File: config.mk
export PLATFORM = sky130hd
export DESIGN_NAME = goomba_sprite_fetch_flat
export DESIGN_NICKNAME = d
export VERILOG_FILES = /design/src/rtl/goomba_sprite_fetch_if.sv /design/src/rtl/goomba_sprite_fetch.sv /design/src/flat_wrapper.sv
export SDC_FILE = /design/constraint.sdc
export NUM_CORES = 1
export LEC_CHECK = 0
export CORE_MARGIN = 2
export CORE_UTILIZATION = 45
export DETAILED_ROUTE_END_ITERATION = 6
export GPL_ROUTABILITY_DRIVEN = 1
export PLACE_DENSITY = 0.74
export SLEW_MARGIN = 20
export SYNTH_ARGS = -nofsm -noshare
export SYNTH_HDL_FRONTEND = slang
export SYNTH_SLANG_ARGS = --single-unit
File: constraint.sdc
create_clock -name Clk -period 2.3 [get_ports Clk]
set_clock_uncertainty 0.1 [all_clocks]
set_input_delay 0.23 -clock Clk [delete_from_list [all_inputs] [get_ports Clk]]
set_output_delay 0.23 -clock Clk [all_outputs]
set_load 0.01 [all_outputs]
File: src/rtl/goomba_sprite_fetch_if.sv
// Signal bundle between the Goomba sprite fetch stage and its surroundings
// (game logic, VGA timing, sprite ROM mux, frame compositor).
interface goomba_sprite_fetch_if;
  logic        frame_start;
  logic        spawn;
  logic        stomp;
  logic [9:0]  PosX;
  logic [9:0]  PosY;
  logic [9:0]  DrawX;
  logic [9:0]  DrawY;
  logic [8:0]  read_address;
  logic        rom_sel;
  logic        walk_frame;
  logic [11:0] rom_color;
  logic [11:0] pixel_color;
  logic        pixel_on;
  logic [1:0]  state;

  modport master (
    output frame_start, spawn, stomp, PosX, PosY, DrawX, DrawY, rom_color,
    input  read_address, rom_sel, walk_frame, pixel_color, pixel_on, state
  );

  modport slave (
    input  frame_start, spawn, stomp, PosX, PosY, DrawX, DrawY, rom_color,
    output read_address, rom_sel, walk_frame, pixel_color, pixel_on, state
  );
endinterface

File: src/rtl/goomba_sprite_fetch.sv
// Goomba life-state FSM, beam-to-ROM address mapping and a two-stage
// transparency-keyed pixel pipeline feeding the frame compositor.
module goomba_sprite_fetch #(
  parameter int          SPRITE_W      = 21,
  parameter int          SPRITE_H      = 21,
  parameter int          SQUISH_FRAMES = 30,
  parameter int          ANIM_FRAMES   = 8,
  parameter logic [11:0] TRANSPARENT   = 12'h808
) (
  input logic                  Clk,
  input logic                  Reset_n,
  goomba_sprite_fetch_if.slave bus
);

  typedef enum logic [1:0] {
    S_IDLE   = 2'b00,
    S_WALK   = 2'b01,
    S_SQUISH = 2'b10
  } state_t;

  state_t      r_state, w_state_nxt;
  logic [7:0]  r_timer, w_timer_nxt;
  logic [7:0]  r_anim, w_anim_nxt;
  logic        r_walk, w_walk_nxt;

  logic [8:0]  r_addr;
  logic        r_sel;
  logic        r_v1;
  logic        r_pix_on;
  logic [11:0] r_pix_col;

  always_ff @(posedge Clk or negedge Reset_n) begin
    if (!Reset_n) begin
      r_state <= S_IDLE;
      r_timer <= 8'd0;
      r_anim  <= 8'd0;
      r_walk  <= 1'b0;
    end else begin
      r_state <= w_state_nxt;
      r_timer <= w_timer_nxt;
      r_anim  <= w_anim_nxt;
      r_walk  <= w_walk_nxt;
    end
  end

  // A stomp pre-empts a coincident frame_start, so no animation step is taken.
  always_comb begin
    w_state_nxt = r_state;
    w_timer_nxt = r_timer;
    w_anim_nxt  = r_anim;
    w_walk_nxt  = r_walk;
    case (r_state)
      S_IDLE: begin
        if (bus.spawn) begin
          w_state_nxt = S_WALK;
          w_anim_nxt  = 8'd0;
          w_walk_nxt  = 1'b0;
        end
      end
      S_WALK: begin
        if (bus.stomp) begin
          w_state_nxt = S_SQUISH;
          w_timer_nxt = 8'(SQUISH_FRAMES);
        end else if (bus.frame_start) begin
          if (r_anim == 8'(ANIM_FRAMES - 1)) begin
            w_anim_nxt = 8'd0;
            w_walk_nxt = ~r_walk;
          end else begin
            w_anim_nxt = r_anim + 8'd1;
          end
        end
      end
      S_SQUISH: begin
        if (bus.frame_start) begin
          if (r_timer == 8'd1) begin
            w_state_nxt = S_IDLE;
            w_timer_nxt = 8'd0;
          end else begin
            w_timer_nxt = r_timer - 8'd1;
          end
        end
      end
      default: begin
        w_state_nxt = S_IDLE;
        w_timer_nxt = 8'd0;
      end
    endcase
  end

  // Box edges are widened to 11 bits so a sprite near X=1023 cannot wrap.
  logic [10:0] w_x_end, w_y_end;
  logic        w_in_box;
  logic [9:0]  w_dx, w_dy, w_addr;

  assign w_x_end  = {1'b0, bus.PosX} + 11'(SPRITE_W);
  assign w_y_end  = {1'b0, bus.PosY} + 11'(SPRITE_H);
  assign w_in_box = (bus.DrawX >= bus.PosX) && ({1'b0, bus.DrawX} < w_x_end) &&
                    (bus.DrawY >= bus.PosY) && ({1'b0, bus.DrawY} < w_y_end) &&
                    (r_state != S_IDLE);
  assign w_dx     = bus.DrawX - bus.PosX;
  assign w_dy     = bus.DrawY - bus.PosY;
  assign w_addr   = w_dy * 10'(SPRITE_W) + w_dx;

  always_ff @(posedge Clk or negedge Reset_n) begin
    if (!Reset_n) begin
      r_addr <= 9'd0;
      r_sel  <= 1'b0;
      r_v1   <= 1'b0;
    end else begin
      r_addr <= w_in_box ? w_addr[8:0] : 9'd0;
      r_sel  <= (r_state == S_SQUISH);
      r_v1   <= w_in_box;
    end
  end

  logic w_opaque;
  assign w_opaque = r_v1 && (bus.rom_color != TRANSPARENT);

  always_ff @(posedge Clk or negedge Reset_n) begin
    if (!Reset_n) begin
      r_pix_on  <= 1'b0;
      r_pix_col <= 12'd0;
    end else begin
      r_pix_on  <= w_opaque;
      r_pix_col <= w_opaque ? bus.rom_color : 12'd0;
    end
  end

  assign bus.read_address = r_addr;
  assign bus.rom_sel      = r_sel;
  assign bus.walk_frame   = r_walk;
  assign bus.pixel_on     = r_pix_on;
  assign bus.pixel_color  = r_pix_col;
  assign bus.state        = r_state;

endmodule

File: src/flat_wrapper.sv
// flat-port wrapper written by rule: the top's interface ports become plain ports
module goomba_sprite_fetch_flat 
#(
  parameter int          SPRITE_W      = 21,
  parameter int          SPRITE_H      = 21,
  parameter int          SQUISH_FRAMES = 30,
  parameter int          ANIM_FRAMES   = 8,
  parameter logic [11:0] TRANSPARENT   = 12'h808
)
  (Clk, Reset_n, bus_frame_start, bus_spawn, bus_stomp, bus_PosX, bus_PosY, bus_DrawX, bus_DrawY, bus_rom_color, bus_read_address, bus_rom_sel, bus_walk_frame, bus_pixel_color, bus_pixel_on, bus_state);
  goomba_sprite_fetch_if bus_i ();
  input logic Clk;
  input logic Reset_n;
  input wire logic [$bits(bus_i.frame_start)-1:0] bus_frame_start;
  input wire logic [$bits(bus_i.spawn)-1:0] bus_spawn;
  input wire logic [$bits(bus_i.stomp)-1:0] bus_stomp;
  input wire logic [$bits(bus_i.PosX)-1:0] bus_PosX;
  input wire logic [$bits(bus_i.PosY)-1:0] bus_PosY;
  input wire logic [$bits(bus_i.DrawX)-1:0] bus_DrawX;
  input wire logic [$bits(bus_i.DrawY)-1:0] bus_DrawY;
  input wire logic [$bits(bus_i.rom_color)-1:0] bus_rom_color;
  output wire logic [$bits(bus_i.read_address)-1:0] bus_read_address;
  output wire logic [$bits(bus_i.rom_sel)-1:0] bus_rom_sel;
  output wire logic [$bits(bus_i.walk_frame)-1:0] bus_walk_frame;
  output wire logic [$bits(bus_i.pixel_color)-1:0] bus_pixel_color;
  output wire logic [$bits(bus_i.pixel_on)-1:0] bus_pixel_on;
  output wire logic [$bits(bus_i.state)-1:0] bus_state;
  assign bus_i.frame_start = bus_frame_start;
  assign bus_i.spawn = bus_spawn;
  assign bus_i.stomp = bus_stomp;
  assign bus_i.PosX = bus_PosX;
  assign bus_i.PosY = bus_PosY;
  assign bus_i.DrawX = bus_DrawX;
  assign bus_i.DrawY = bus_DrawY;
  assign bus_i.rom_color = bus_rom_color;
  assign bus_read_address = bus_i.read_address;
  assign bus_rom_sel = bus_i.rom_sel;
  assign bus_walk_frame = bus_i.walk_frame;
  assign bus_pixel_color = bus_i.pixel_color;
  assign bus_pixel_on = bus_i.pixel_on;
  assign bus_state = bus_i.state;
  goomba_sprite_fetch #(.SPRITE_W(SPRITE_W), .SPRITE_H(SPRITE_H), .SQUISH_FRAMES(SQUISH_FRAMES), .ANIM_FRAMES(ANIM_FRAMES), .TRANSPARENT(TRANSPARENT)) u_core (.Clk(Clk), .Reset_n(Reset_n), .bus(bus_i));
endmodule
**Word-level counts from Yosys, hierarchy flattened**

Cells that the tools add are included.

- Bitwise operators: 2
- Reductions and logical operators: 12
- Multipliers: 1
- Order comparisons: 4
- Multiplexer cells: 21
- Equality and inequality tests: 12
- Add/sub/neg operators: 7

Operators by type and width:

| kind | number |
|---|---|
| 2-to-1 mux 8 bit | 7 |
| case mux 8 bit (3 select lines) | 1 |
| adder 10 x 5 -> 11 bit (second input constant) | 2 |
| < comparator 10 x 11 -> 1 bit | 2 |
| greater-or-equal comparator 10 bit | 2 |
| case mux 8 bit (2 select lines) | 1 |
| 2-to-1 mux 12 bit | 1 |
| inequality test 12 bit (second input constant) | 1 |
| multiplier 10 x 5 -> 9 bit (second input constant) | 1 |
| inequality test 2 bit (second input constant) | 5 |
| subtractor 10 bit | 1 |
| adder 9 bit | 1 |
| 2-to-1 mux 9 bit | 1 |
| subtractor 9 bit | 1 |
| adder 8 x 1 -> 8 bit (second input constant) | 1 |
| equality test 8 x 1 -> 1 bit (second input constant) | 1 |
| equality test 8 x 3 -> 1 bit (second input constant) | 1 |
| 2-to-1 mux 2 bit | 4 |
| AND reduction 4 bit | 2 |
| subtractor 8 x 1 -> 8 bit (second input constant) | 1 |
| case mux 2 bit (3 select lines) | 1 |
| logical AND 1 bit | 5 |
| AND reduction 5 bit | 1 |
| 2-to-1 mux 1 bit | 4 |
| other kinds (8) | 11 |

- Register bits after elaboration: 43
- Output and inout bits: 26
- Bits of input ports: 57
- Logic and storage cells: 68

**Depth between registers and ports, before layout**

- Depth after elaboration: 7
- Mapped depth: 22
- Gate-level depth less buffers: 22

**Worst setup path after synthesis**

OpenSTA, ideal clock, no wires.

- Path kind: input to register
- Start: input bus_DrawY[0]
- End: register u_core.r_addr[8], in the netlist u_core.bus.read_address[8]
- Slack: -2305 ps
- Stages: 21
- Required time: 2113 ps
- Library setup time: 87 ps
- Arrival time: 4419 ps
- Cells stage by stage: inv_1 ha_1 inv_1 fa_1 nand3_1 nand2_1 a21o_1 a21oi_1 xnor2_1 ha_1 fa_1 fa_1 inv_1 fa_1 inv_1 ha_1 nor3_1 nor2_1 o41ai_2 xnor3_1 nor3_1

- Cells in the longest elaborated chain, start to end: 5
- Elaborated cells between the ends (all ways): 9
- Classes of those cells: add/sub (2); mul (1); order compare (2); mux (1); reduce/logical (3)

Ends and longest elaborated chain:

| item | line | RTL |
|---|---|---|
| start: declaration | flat_wrapper.sv:20 | `input wire logic [$bits(bus_i.DrawY)-1:0] bus_DrawY;` |
| branches (longest 4 deep; another with subtractor 10 bit) | -- |  |
| 2-to-1 mux 9 bit * | goomba_sprite_fetch.sv:110 | `r_addr <= w_in_box ? w_addr[8:0] : 9'd0;` |
| end signal: assignment | goomba_sprite_fetch.sv:110 |  |
| end: declaration | goomba_sprite_fetch.sv:26 | `logic [8:0] r_addr;` |

Mark *: on every way between the ends.
A chain may end at the register's enable or synchronous reset.

**Final worst setup path**

- Start: input bus_PosY[1]
- End: register u_core.r_addr[8], in the netlist u_core.bus.read_address[8]

- Cells in the longest elaborated chain, start to end: 5
- Elaborated cells between the ends (all ways): 10
- Classes of those cells: add/sub (3); mul (1); order compare (2); mux (1); reduce/logical (3)

Ends and longest elaborated chain:

| item | line | RTL |
|---|---|---|
| start: declaration | flat_wrapper.sv:18 | `input wire logic [$bits(bus_i.PosY)-1:0] bus_PosY;` |
| branches (longest 4 deep; another with subtractor 10 bit) | -- |  |
| 2-to-1 mux 9 bit * | goomba_sprite_fetch.sv:110 |  |

Marks and branches as above.

==> flow_summary_export.csv <==
group,metric,value,unit
power,pwr-share-clk,0.080,
sta,maxClockFrequency,224,MHz
routing,drt-initial-drc-count,106,
critical_path,arrival,4.59,ns
placement,placed_area,6000,um^2
global_routing,antenna_found_initial,0,
final_layout,num-fill-cells,648,
clock_network,numCtsBuffers,5,
routing,first_pass_iters,4,
clock_network,ctsRootBufferMaster,"clkbuf_8",
yosys,synth_top_cell_by_area,"dfrtp_1",
yosys,ys.flop_type,"dfrtp_1",
critical_path,cp_data_required_time,2.42,ns
sta,drv_slew,0,
global_routing,grt_pass1_vias,4081,
yosys,synth-async-reset-ratio,1.00,
final_layout,syn_to_final_growth,55.3,%
power,switching_share,0.422,
hold_path,worstHoldEndpoint,"u_core.r_timer[7]",
critical_path,end_kind,"register",
sta,min_period,4.47,ns
floorplanning,core,9150,um^2
sta,setup_slack,-2.17,ns
yosys,synthTopCellsByCount,"inv_1 (84), ha_1 (74), dfrtp_1 (43)",
floorplanning,dieHeight,101,um
critical_path,cp-start-kind,"input pin",
yosys,yosys_warnings,0,
critical_path,r2r_setup_slack,0.23,ns
clock_network,htree_levels,2,
floorplanning,fp-row-count,35,
clock_network,clock_latency,0.29,ns
power,power.internal,0.00404,W
floorplanning,die_x,101,um
sta,fin_hold_ws,0.393,ns
final_layout,antennaDiodeCount,0,
power,p_leak,3.16,nW
status,failed_checks,"negative setup slack",
routing,remaining_drc_errors,0,
yosys,syn_nets,614,
yosys,synth.area.top_cells,"dfrtp_1 (26%), ha_1 (22%), fa_1 (8.1%)",
yosys,synth.most_common_cell,"inv_1",
critical_path,r2r-start,"u_core.r_timer[5]",
critical_path,timing.rr.end,"u_core.r_timer[5]",
final_layout,postLayoutCellArea,6550,um^2
routing,vias_per_cell,5.14,
critical_path,ff2ff_path_depth,6,
global_routing,grt_pass1_wl,17700,um
floorplanning,dieArea,10200,um^2
power,seqPwrFrac,0.142,
floorplanning,ios,83,
power,p_per_area,1070,nW/um^2
power,p_total,0.00700,W
placement,numPortBuffers,82,
power,power_switching,0.00295,W
yosys,synthesis.area,4220,um^2
sta,min_period_over_period,1.94,
hold_path,hold_path.class,"register to register",
power,combPwrFrac,0.778,
power,vdd_drop_max,0.863,mV
critical_path,crit_start,"bus_PosY[1]",
placement,gp_congestion,0.905,
hold_path,whs_path_depth,1,
run,drv_cap,0,
clock_network,path_clk_slew,0.08,ns
yosys,synth_edf_count,0,
clock_network,cts_buffer_depth,2,
routing,drt-total-wl,10900,um
clock_network,clock_sinks,43,
floorplanning,start_util,0.461,
sta,tightest_slew,0.906,ns
global_routing,grt-ovfl-total,0,
status,status,"finished, violations left",
routing,via_count,3905,
global_routing,grt_use_total,0.215,
placement,hpwl,8470,um
routing,wl_per_cell,14.4,um
sta,rsz0062_at_grt,"true",
clock_network,cts_tree,"built",
yosys,yosysSeqAreaShare,0.255,
yosys,syn_inst,466,
critical_path,critPathMaxFanout,3,
final_layout,drive_above_1_share,0.307,
yosys,ys_types,49,
yosys,ys_seq_elements,43,
yosys,postSynthAreaPerCell,9.05,um^2
yosys,synth_top_area_share,0.255,
routing,ant_nets,0,
sta,setup_viol,10,
final_layout,nNetsFinal,796,
global_routing,grt_max_degree,44,
sta,slew_headroom,0.396,
hold_path,worstHoldStart,"u_core.r_timer[7]",
sta,hold_viol,0,
critical_path,setup.worst_path.class,"input pin to register",
-- stage by stage --
step                setup TNS (ns)  instances   util  worst slack (ns)
floorplan                   -10.17        466      -             -1.95
global placement            -18.95        742  0.656             -2.69
detailed placement          -19.70        742  0.656             -2.81
CTS                         -12.27        757  0.703             -2.06
global route                -13.56        759  0.715             -2.35
finish                      -12.35        759  0.715             -2.17
-- cell type report --
class                      count  area, um^2  area share
clock inverter                 2        37.5     0.00573
tap                          111         139      0.0212
multi-input combinational    335        3300       0.504
inverter                      84         343      0.0524
timing repair buffer         179        1580       0.242
sequential                    43        1080       0.164
clock buffer                   5        68.8      0.0105
-- cells in the final DEF, fill, tap and decap left out, drive strengths merged, types with 3 or more instances in the layout --
master,instances
nor3b,4
nor2,25
nor2b,6
fa,17
buf,101
ha,74
nand3,12
nor4,4
clkdlybuf4s50,67
or3,3
o21a,3
nor3,14
inv,84
a31oi,4
dfrtp,43
nand2b,4
xor2,11
o21ai,27
o31ai,3
dlygate4sd2,7
nand2,24
xnor2,27
a21oi,27
and2,12
a21o,10
clkbuf,5
-- power groups by stage --
stage	clock (W)	sequential, W	combinational (W)
after global placement	0	0.000995	0.00434
after global routing	0.000600	0.00101	0.00591
after CTS	0.000571	0.000990	0.00517
after detailed placement	0	0.00100	0.00453
final	0.000560	0.000993	0.00545
after floorplan	0	0.00101	0.00309
-- metal layers --
layer | global-route usage | part of all wire
met3 | 0.0395 | 0.054
met5 | 0 | 0
met2 | 0.417 | 0.53
met4 | 0.0474 | 0.021
met1 | 0.241 | 0.39
-- cell families after synthesis --
logic type,after synthesis,synth area share
xor gates and xnor gates,39,0.0843
buffers and inverters,88,0.0786
AOI/OAI and AO/OA,86,0.130
muxes,3,0.00742
adders and majority gates,91,0.300
and+or+nand+nor,116,0.144
DFF,43,0.255
-- flip-flops by register name, summed over array words and instances, names as in the netlist --
register / flops
u_core.r_anim: 8
u_core.bus.pixel_on: 1
u_core.bus.pixel_color: 12
u_core.bus.walk_frame: 1
u_core.bus.read_address: 9
u_core.bus.state: 2
u_core.r_v1: 1
u_core.bus.rom_sel: 1
u_core.r_timer: 8
-- worst max path at each step --
| stage | endpoint | slack (ns) |
|---|---|---|
| floorplan | u_core.bus.read_address[8] | -1.95 |
| finish | u_core.bus.read_address[8] | -2.17 |
| CTS | u_core.bus.read_address[8] | -2.06 |
| global placement | u_core.bus.read_address[8] | -2.69 |
| global route | u_core.bus.read_address[8] | -2.35 |
| detailed placement | u_core.bus.read_address[8] | -2.81 |
-- worst max-delay path: stages --
cell and delay [ns]:
buf_12 0.09, inv_12 0.03, ha_4 0.24, a21oi_4 0.15
o21bai_4 0.09, a21o_2 0.21, a21oi_4 0.17, o21ai_2 0.07
xor2_1 0.14, ha_1 0.31, inv_2 0.05, fa_1 0.56
fa_1 0.46, fa_2 0.39, xnor2_2 0.15, xnor2_1 0.21
xnor2_1 0.16, xnor2_1 0.16, xnor2_1 0.17, xnor3_1 0.38
nor3_2 0.17
-- what timing repair did --
| action | CTS | global route |
|---|---|---|
| endpoints found under the hold margin | 13 | 0 |
| setup buffers | 8 | 4 |
| cloned | 0 | 0 |
| pin swaps | 41 | 33 |
| hold buffers | 1 | 0 |
| endpoints found under the setup margin | 10 | 12 |
| resized for setup | 82 | 24 |
(Power assumes the default switching activity.)
